==> config.mk <==
export PLATFORM = sky130hd
export DESIGN_NAME = stack_sequencer
export DESIGN_NICKNAME = d
export VERILOG_FILES = /design/src/rtl/stack_sequencer.sv
export SDC_FILE = /design/constraint.sdc
export NUM_CORES = 1
export LEC_CHECK = 0
export ABC_AREA = 1
export CAP_MARGIN = 25
export CELL_PAD_IN_SITES_DETAIL_PLACEMENT = 0
export CELL_PAD_IN_SITES_GLOBAL_PLACEMENT = 1
export CORE_MARGIN = 10
export CORE_UTILIZATION = 39
export CTS_CLUSTER_SIZE = 30
export DETAILED_ROUTE_END_ITERATION = 8
export HOLD_SLACK_MARGIN = 0.1
export MAX_ROUTING_LAYER = met4
export PLACE_DENSITY_LB_ADDON = 0.1
export SETUP_SLACK_MARGIN = 0.3
export SYNTH_ARGS = -nofsm -noshare
export SYNTH_HDL_FRONTEND = slang
export SYNTH_SLANG_ARGS = --single-unit
==> constraint.sdc <==
create_clock -name clk_i -period 3.35 [get_ports clk_i]
set_input_delay 0.335 -clock clk_i [delete_from_list [all_inputs] [get_ports clk_i]]
set_output_delay 0.335 -clock clk_i [all_outputs]
set_load 0.02 [all_outputs]
==> src/rtl/stack_sequencer.sv <==
// stack_sequencer: owns the CPU stack pointer and moves 16-bit stack words
// over an 8-bit memory port. PUSH writes the high byte first at SP-1, then
// the low byte at SP-2. POP reads the low byte at SP, then the high byte at
// SP+1. LOAD and ADJUST change SP without any memory traffic.
//
// state   | meaning
// --------+-----------------------------------------------------------
// IDLE    | ready for a command; resp pulse (if any) is shown here
// PUSH_HI | writing word[15:8] to SP-1, waiting for ack
// PUSH_LO | writing word[7:0] to SP-1 (SP already dropped once)
// POP_LO  | reading low byte from SP, waiting for ack
// POP_HI  | reading high byte from SP (SP already advanced once)
module stack_sequencer #(
    parameter logic [15:0] SP_RESET = 16'hFFFE
) (
    input  logic        clk_i,
    input  logic        rst_ni,
    input  logic        cmd_valid_i,
    output logic        cmd_ready_o,
    input  logic [1:0]  cmd_op_i,
    input  logic [15:0] cmd_data_i,
    output logic        resp_valid_o,
    output logic [15:0] resp_data_o,
    output logic [1:0]  flags_o,
    output logic [15:0] sp_o,
    output logic        mem_req_o,
    output logic        mem_we_o,
    output logic [15:0] mem_addr_o,
    output logic [7:0]  mem_wdata_o,
    input  logic [7:0]  mem_rdata_i,
    input  logic        mem_ack_i
);

    typedef enum logic [2:0] {
        IDLE    = 3'd0,
        PUSH_HI = 3'd1,
        PUSH_LO = 3'd2,
        POP_LO  = 3'd3,
        POP_HI  = 3'd4
    } stateType;

    localparam logic [1:0] OP_PUSH = 2'b00;
    localparam logic [1:0] OP_POP  = 2'b01;
    localparam logic [1:0] OP_LOAD = 2'b10;

    stateType    state;
    logic [15:0] sp;
    logic [7:0]  loByte;
    logic        respValid;
    logic [15:0] respData;
    logic [1:0]  flags;
    logic        memReq;
    logic        memWe;
    logic [15:0] memAddr;
    logic [7:0]  memWdata;

    logic [15:0] spDec;
    logic [15:0] spDec2;
    logic [15:0] spInc;
    logic [7:0]  adjOffset;
    logic [8:0]  lowSum;
    logic [7:0]  adjHi;
    logic [15:0] adjSp;
    logic        adjHalf;

    // SP neighbours and the ADJUST sum; the half carry is recovered from
    // bit 4 of the low-byte sum so the adder is shared with the C flag.
    assign spDec     = sp - 16'd1;
    assign spDec2    = sp - 16'd2;
    assign spInc     = sp + 16'd1;
    assign adjOffset = cmd_data_i[7:0];
    assign lowSum    = {1'b0, sp[7:0]} + {1'b0, adjOffset};
    assign adjHi     = sp[15:8] + {8{adjOffset[7]}} + {7'd0, lowSum[8]};
    assign adjSp     = {adjHi, lowSum[7:0]};
    assign adjHalf   = lowSum[4] ^ sp[4] ^ adjOffset[4];

    // Command sequencing, SP bookkeeping and registered memory/response outputs.
    always_ff @(posedge clk_i or negedge rst_ni) begin
        if (!rst_ni) begin
            state     <= IDLE;
            sp        <= SP_RESET;
            loByte    <= 8'h00;
            respValid <= 1'b0;
            respData  <= 16'h0000;
            flags     <= 2'b00;
            memReq    <= 1'b0;
            memWe     <= 1'b0;
            memAddr   <= 16'h0000;
            memWdata  <= 8'h00;
        end else begin
            respValid <= 1'b0;
            case (state)
                IDLE: begin
                    if (cmd_valid_i) begin
                        case (cmd_op_i)
                            OP_PUSH: begin
                                state    <= PUSH_HI;
                                memReq   <= 1'b1;
                                memWe    <= 1'b1;
                                memAddr  <= spDec;
                                memWdata <= cmd_data_i[15:8];
                                loByte   <= cmd_data_i[7:0];
                            end
                            OP_POP: begin
                                state   <= POP_LO;
                                memReq  <= 1'b1;
                                memWe   <= 1'b0;
                                memAddr <= sp;
                            end
                            OP_LOAD: begin
                                sp        <= cmd_data_i;
                                respData  <= cmd_data_i;
                                respValid <= 1'b1;
                            end
                            default: begin
                                sp        <= adjSp;
                                respData  <= adjSp;
                                respValid <= 1'b1;
                                flags     <= {adjHalf, lowSum[8]};
                            end
                        endcase
                    end
                end
                PUSH_HI: begin
                    if (mem_ack_i) begin
                        sp       <= spDec;
                        memAddr  <= spDec2;
                        memWdata <= loByte;
                        state    <= PUSH_LO;
                    end
                end
                PUSH_LO: begin
                    if (mem_ack_i) begin
                        sp        <= spDec;
                        memReq    <= 1'b0;
                        respData  <= spDec;
                        respValid <= 1'b1;
                        state     <= IDLE;
                    end
                end
                POP_LO: begin
                    if (mem_ack_i) begin
                        loByte  <= mem_rdata_i;
                        sp      <= spInc;
                        memAddr <= spInc;
                        state   <= POP_HI;
                    end
                end
                POP_HI: begin
                    if (mem_ack_i) begin
                        sp        <= spInc;
                        memReq    <= 1'b0;
                        respData  <= {mem_rdata_i, loByte};
                        respValid <= 1'b1;
                        state     <= IDLE;
                    end
                end
                default: begin
                    state  <= IDLE;
                    memReq <= 1'b0;
                end
            endcase
        end
    end

    assign cmd_ready_o  = (state == IDLE);
    assign resp_valid_o = respValid;
    assign resp_data_o  = respData;
    assign flags_o      = flags;
    assign sp_o         = sp;
    assign mem_req_o    = memReq;
    assign mem_we_o     = memWe;
    assign mem_addr_o   = memAddr;
    assign mem_wdata_o  = memWdata;

endmodule

==> results_dict.tcl, run 1 <==
set metrics [dict create \
    htree_levels 3 \
    power_density_mw_per_mm2 1083 \
    critPathMaxFanout 3 \
    critical_path_source_type "primary input" \
    timing.critical_path.cells "clkdlybuf4s50_1 -> ha_2 -> fa_2 -> nand3_1 -> nand2_1 -> nand2_1 -> nand2_1 -> nand2_1 -> nand2_1 -> a21oi_2 -> fa_2 -> fa_2 -> o21ai_1 -> nand2_1 -> nand3_1 -> nand2_1 -> nand2_1" \
    synth_unique_cells 38 \
    synthArstFlopShare 1.000 \
    finalMaxSlewViolations 0 \
    final_layout_size_suffix_gt1_frac 0.09393 \
    net_count_synth 979 \
    timing.final.setup_violations 0 \
    power.leakage_nw 3.500 \
    worst_hold_slack_ns 0.3330 \
    placeableCoreArea_sq_mm 0.01470 \
    timing.reg2reg.setup_slack_ns 0.51 \
    worst_slew_pin_slew_ns 0.5335 \
    status "finished clean" \
    fin_skew_ns 0.004929 \
    cts_num_sinks 72 \
    cell_with_the_biggest_individual_delay_on_the_critical_path "clkdlybuf4s50_1" \
    drt_iter0_drc 513 \
    grt.overflow.total 0 \
    floorplan.die_area_sq_mm 0.02049 \
    antenna_violating_nets_post_route 0 \
    synthesis.area_sq_mm 0.005916 \
    timing.setup.tns_ns 0 \
    syn_to_final_growth_pct 24.45 \
    dpl.hpwl_microns 16880 \
    ys_warn_count 0 \
    synthDominantAreaCellType "dfrtp_1" \
    largest_net_degree_at_the_start_of_global_routing 73 \
    startpoint "cmd_data_i[0]" \
    cts_buffers 9 \
    cell_repeated_most_along_the_worst_path "nand2_1" \
    synth-edff-count 0 \
    drv_cap 0 \
    worst_r2r_path_depth 16 \
    final.period_utilization 0.8595 \
    initial_core_util 0.4025 \
    kind_of_path_behind_the_tightest_hold_check "primary input to asynchronous set/reset pin" \
    first_pass_grt_wire_length_microns 35130 \
    layout_min_cycle_time_ns 2.879 \
    worst_setup_path_end_kind "flop" \
    dr.pass1.iters 5 \
    synth.most_common_cell "nand2_1" \
    cp_slowest_stage_delay_ns 0.44 \
    port_buffers 91 \
    cp-endpoint "sp_o[9]" \
    via_per_inst 5.322 \
    syn_area_per_cell_sq_um 6.382 \
    cp_data_required_time_ns 3.64 \
    postRouteWirelength_microns 22270 \
    timing_hold_violations_final 0 \
    yosys-top-cells-count "nand2_1, nor2_1, nand3_1, inv_1, dfrtp_1" \
    post-route-drc-count 0 \
    vdd_drop_max_v 0.0003637 \
    reg2reg_from "sp_o[0]" \
    netlist_top_cells_area "dfrtp_1, nand2_1, nand3_1" \
    routabilityCongestion 0.9227 \
    core.rowCount 44 \
    finalNetCount 1069 \
    netlist.area_leader.share 0.2411 \
    grt_antenna_before_repair 0 \
    worstReg2RegEnd "sp_o[9]" \
    wl_per_cell_microns 18.47 \
    die_width_microns 143.2 \
    cts_root_buffer "clkbuf_16" \
    clkSlewWorstSetupHoldPaths_ns 0.06 \
    synth_seq_area_share 0.3077 \
    die_height_microns 143.2 \
    cts-root-to-sink-buffers 2 \
    rel_slew_slack 0.6439 \
    netlist_instances 927 \
    synth_register_bits 72 \
    dr_total_vias 6418 \
    rsz0062_at_grt "yes" \
    antennaDiodeCount 0 \
    postSynth.topFlopCell "dfrtp_1" \
    cts_tree "built" \
    timing_worst_setup_path_type "primary input to flop" \
    insertion_delay_to_the_later_sink_of_the_worst_skew_pair_ns 0.35 \
    grt_pass1_vias 6234 \
    maxClockFrequency_mhz 347.3 \
    design.portCount 92 \
    arrival_ns 3.17 \
    groute.usage.overall 0.2261 \
]
-- layout by cell type, fill, tap and decap left out, types with 3 or more instances in the layout --
master	instances
ha_1	18
clkinv_2	4
or2_2	9
nand4_1	5
nand2_2	4
a22oi_1	4
nor2_2	4
xnor2_1	5
clkbuf_16	9
inv_2	8
a21oi_2	3
o21ai_0	48
o21ai_1	8
nand3_2	3
nand2_1	267
a21oi_1	32
nand3_1	120
dfstp_2	14
buf_4	22
dfrtp_1	57
clkdlybuf4s50_1	90
inv_1	86
nor2_1	136
xor2_1	9
o22ai_1	6
o211ai_1	11
a31oi_1	14
fa_2	3
-- state kept, by name, summed over array words and instances, names as in the netlist --
signal	flops
loByte	8
resp_data_o	16
state	3
flags_o	2
mem_we_o	1
mem_addr_o	16
mem_wdata_o	8
sp_o	16
mem_req_o	1
resp_valid_o	1
-- report_power, final --
part | leakage, nW | switching [mW] | internal [mW]
Combinational | 2.54 | 3.33 | 1.92
Sequential | 0.821 | 0.412 | 1.39
Clock | 0.134 | 0.415 | 0.517
Total | 3.50 | 4.15 | 3.82
-- final cells by class --
cell class,count,area (sq um)
fillers,1576,7337
multi-input cells,724,3570
flip-flops and latches,72,1824
repair buffers,114,1104
inverters,96,360.3
clock buffers,10,239.0
well taps,184,230.2
clock inverters,6,35.03
-- worst max-delay path, delay by kind of cell --
family	cells	cell delay, ns
fa+ha+maj	4	1.28
simple gates	10	0.75
buf+inv	1	0.44
compound gates	2	0.38
-- metal layers --
layer / part of all wire / track usage / vias up / routed length [microns]
met4: 0.020 / 0.07438 / 0 / 452
met1: 0.49 / 0.3052 / 2990 / 10840
met5: 0 / - / - / 0
met2: 0.44 / 0.3420 / 205 / 9825
li1: - / - / 3191 / -
met3: 0.052 / 0.02985 / 32 / 1154
-- per-stage QoR --
| step | worst slack [ns] | util | instance area, sq um | instances | total power [mW] |
|---|---|---|---|---|---|
| after global routing | 0.2710 | 0.5009 | 7362 | 1206 | 8.663 |
| after detailed placement | -0.04540 | 0.4774 | 7018 | 1187 | 6.956 |
| after global placement | 0.02086 | 0.4774 | 7018 | 1187 | 6.941 |
| after CTS | 0.3532 | 0.4971 | 7307 | 1204 | 7.929 |
| final | 0.4708 | 0.5009 | 7362 | 1206 | 7.976 |
| after floorplan | 0.5007 | - | 5916 | 927 | 5.073 |
-- kinds of logic after synthesis --
| logic type | Yosys count | synth area share |
|---|---|---|
| compound gates | 131 | 0.1284 |
| xor+xnor | 14 | 0.02073 |
| fa+ha+maj | 22 | 0.05034 |
| buf+inv | 131 | 0.09243 |
| flops | 72 | 0.3077 |
| simple gates | 557 | 0.4004 |
-- timing repair --
action                     4_1_cts  5_1_grt
pin swaps                        0        4
hold buffers                     0        1
setup buffers                    1        0
gates resized for setup          2        9
cloned                           0        0
setup endpoints to repair        7        9
hold endpoints to repair         0       31
-- worst min-delay path by stage --
stage / slack (ns) / from / cells past startpoint / end
global route: 0.35 / rst_ni / 2 / resp_valid_o
CTS: 0.17 / rst_ni / 1 / resp_valid_o
finish: 0.33 / rst_ni / 2 / resp_data_o[5]
floorplan: 0.04 / rst_ni / 0 / flags_o[0]
detailed placement: 0.46 / mem_addr_o[3] / 2 / mem_addr_o[3]
global placement: 0.47 / resp_data_o[0] / 2 / resp_data_o[0]
Note: power is estimated with default switching activity, not from simulation.
==> inputs of run 2 (changes only) <==
--- a/config.mk
+++ b/config.mk
@@ -6,14 +6,13 @@
 export NUM_CORES = 1
 export LEC_CHECK = 0
 export ABC_AREA = 1
-export CAP_MARGIN = 25
+export CAP_MARGIN = 20
 export CELL_PAD_IN_SITES_DETAIL_PLACEMENT = 0
 export CELL_PAD_IN_SITES_GLOBAL_PLACEMENT = 1
 export CORE_MARGIN = 10
 export CORE_UTILIZATION = 39
 export CTS_CLUSTER_SIZE = 30
 export DETAILED_ROUTE_END_ITERATION = 8
-export HOLD_SLACK_MARGIN = 0.1
 export MAX_ROUTING_LAYER = met4
 export PLACE_DENSITY_LB_ADDON = 0.1
 export SETUP_SLACK_MARGIN = 0.3
==> results_dict.tcl, run 2 (synthesis gave the netlist of run 1 again) <==
set metrics [dict create \
    groute.usage.overall 0.2261 \
    fin_skew_ns 0.003824 \
    worst_hold_slack_ns 0.1332 \
    worst_slew_pin_slew_ns 0.9630 \
    cp_slowest_stage_delay_ns 0.44 \
    routabilityCongestion 0.9227 \
    finalMaxSlewViolations 0 \
    grt_pass1_vias 6234 \
    cp.buffers_inverters 1 \
    multiInputGateArea_sq_mm 0.003570 \
    grt_antenna_before_repair 0 \
    initial_core_util 0.4025 \
    largest_net_degree_at_the_start_of_global_routing 73 \
    worst_setup_path_end_kind "flop" \
    power.internal_mw 3.817 \
    finalNetCount 1067 \
    die_width_microns 143.2 \
    cp_data_required_time_ns 3.64 \
    cts_root_buffer "clkbuf_16" \
    dpl.cell_count 1187 \
    fillers 1582 \
    post_layout_nonfiller_instances 1204 \
    layout_min_cycle_time_ns 2.864 \
    rel_slew_slack 0.3580 \
    detailedPlace.worstSlack_ns -0.04540 \
    kind_of_path_behind_the_tightest_hold_check "primary input to asynchronous set/reset pin" \
    timing_hold_violations_final 0 \
    clock_power_share 0.116 \
    final_layout_size_suffix_gt1_frac 0.09314 \
    floorplan.die_area_sq_mm 0.02049 \
    syn_to_final_growth_pct 23.82 \
    critPathMaxFanout 3 \
    cts_buffers 9 \
    port_buffers 91 \
    cts_tree "built" \
    timing_worst_setup_path_type "primary input to flop" \
    antennaDiodeCount 0 \
    utilization 0.4983 \
    timing.critical_path.cells "clkdlybuf4s50_1 -> ha_2 -> fa_2 -> nand3_1 -> nand2_1 -> nand2_1 -> nand2_1 -> nand2_1 -> nand2_1 -> a21oi_2 -> fa_2 -> fa_2 -> o21ai_1 -> nand2_1 -> nand3_1 -> nand2_1 -> nand2_1" \
    cell_with_the_biggest_individual_delay_on_the_critical_path "clkdlybuf4s50_1" \
    die_height_microns 143.2 \
    postRouteWirelength_microns 22310 \
    timing.setup.tns_ns 0 \
    sequential_cell_area_sq_mm 0.001824 \
    crit_path_leading_delay_family "adder cells" \
    seqPwrFrac 0.226 \
    cts_num_sinks 72 \
    drv_cap 0 \
    post-route-drc-count 0 \
    layout_common_cells "nand2_1, nor2_1, nand3_1, clkdlybuf4s50_1, inv_1" \
    hold_buffers 0 \
    htree_levels 3 \
    comb_power_share 0.658 \
    netSwitchingFraction 0.5208 \
    status "finished clean" \
    dr.pass1.iters 5 \
    setup_ws_ns 0.4859 \
    core.rowCount 44 \
    first_pass_grt_wire_length_microns 35130 \
    insertion_delay_to_the_later_sink_of_the_worst_skew_pair_ns 0.35 \
    power_density_mw_per_mm2 1088 \
    dpl.hpwl_microns 16880 \
    arrival_ns 3.16 \
    antenna_violating_nets_post_route 0 \
    power.leakage_nw 3.483 \
    maxClockFrequency_mhz 349.2 \
    dr_total_vias 6402 \
    via_per_inst 5.317 \
    clkSlewWorstSetupHoldPaths_ns 0.06 \
    wl_per_cell_microns 18.53 \
    drt_iter0_drc 569 \
    vdd_drop_max_v 0.0003628 \
    design.portCount 92 \
    layout_commonest_cell "nand2_1" \
    rsz0062_at_grt "yes" \
    cts-root-to-sink-buffers 2 \
    timing.final.setup_violations 0 \
    grt.overflow.total 0 \
    placeableCoreArea_sq_mm 0.01470 \
    critical_path_source_type "primary input" \
    cell_repeated_most_along_the_worst_path "nand2_1" \
    final.period_utilization 0.8549 \
    netSwitchingPower_mw 4.149 \
]
==> run 2: cell count changes in the layout (fill, tap and decap cells not counted), sizes merged <==
cell / delta
buf: -1
dlygate4sd3: -1
==> run 2: path summary, 6_finish.rpt <==
path / slack, ns / startpoint / end / cells after the start
max in group asynchronous: 2.59 / rst_ni / mem_addr_o[9] / 1
min reg2reg: 0.48 / resp_data_o[0] / resp_data_o[0] / 2
max: 0.49 / cmd_data_i[0] / sp_o[9] / 17
min: 0.13 / rst_ni / resp_valid_o / 1
min in group clk_i: 0.48 / resp_data_o[0] / resp_data_o[0] / 2
max reg2reg: 0.52 / sp_o[0] / sp_o[9] / 16
==> run 2: power groups by stage <==
stage               logic, mW  registers, mW  clock network (mW)
global route             5.81           1.86               0.983
floorplan                2.98           2.09                   0
global placement         5.12           1.82                   0
CTS                      5.19           1.79               0.943
finish                   5.24           1.80               0.928
detailed placement       5.13           1.83                   0
==> run 2: layout make-up <==
class,instances,share of cell area
Clock buffer,10,0.03263
Clock inverter,6,0.004783
Inverter,96,0.04920
Multi-Input combinational cell,724,0.4874
Sequential cell,72,0.2491
Tap cell,184,0.03143
Timing Repair Buffer,112,0.1455
==> run 2: repair_timing <==
| action | CTS | global route |
|---|---|---|
| setup endpoints to repair | 7 | 9 |
| buffers inserted | 1 | 0 |
| pin swaps | 0 | 4 |
| gates resized for setup | 2 | 9 |
==> run 2: layer usage <==
metal	up-vias	share of wire	wire length [microns]	track usage
met3	31	0.064	1431	0.02985
met1	2947	0.48	10660	0.3052
met5	-	0	0	-
met2	236	0.44	9759	0.3420
met4	0	0.020	457	0.07438
li1	3188	-	-	-
==> run 2: stage by stage <==
stage	power (mW)	area (sq um)
floorplan	5.073	5916
global placement	6.941	7018
detailed placement	6.956	7018
CTS	7.929	7307
global route	8.654	7325
finish	7.966	7325
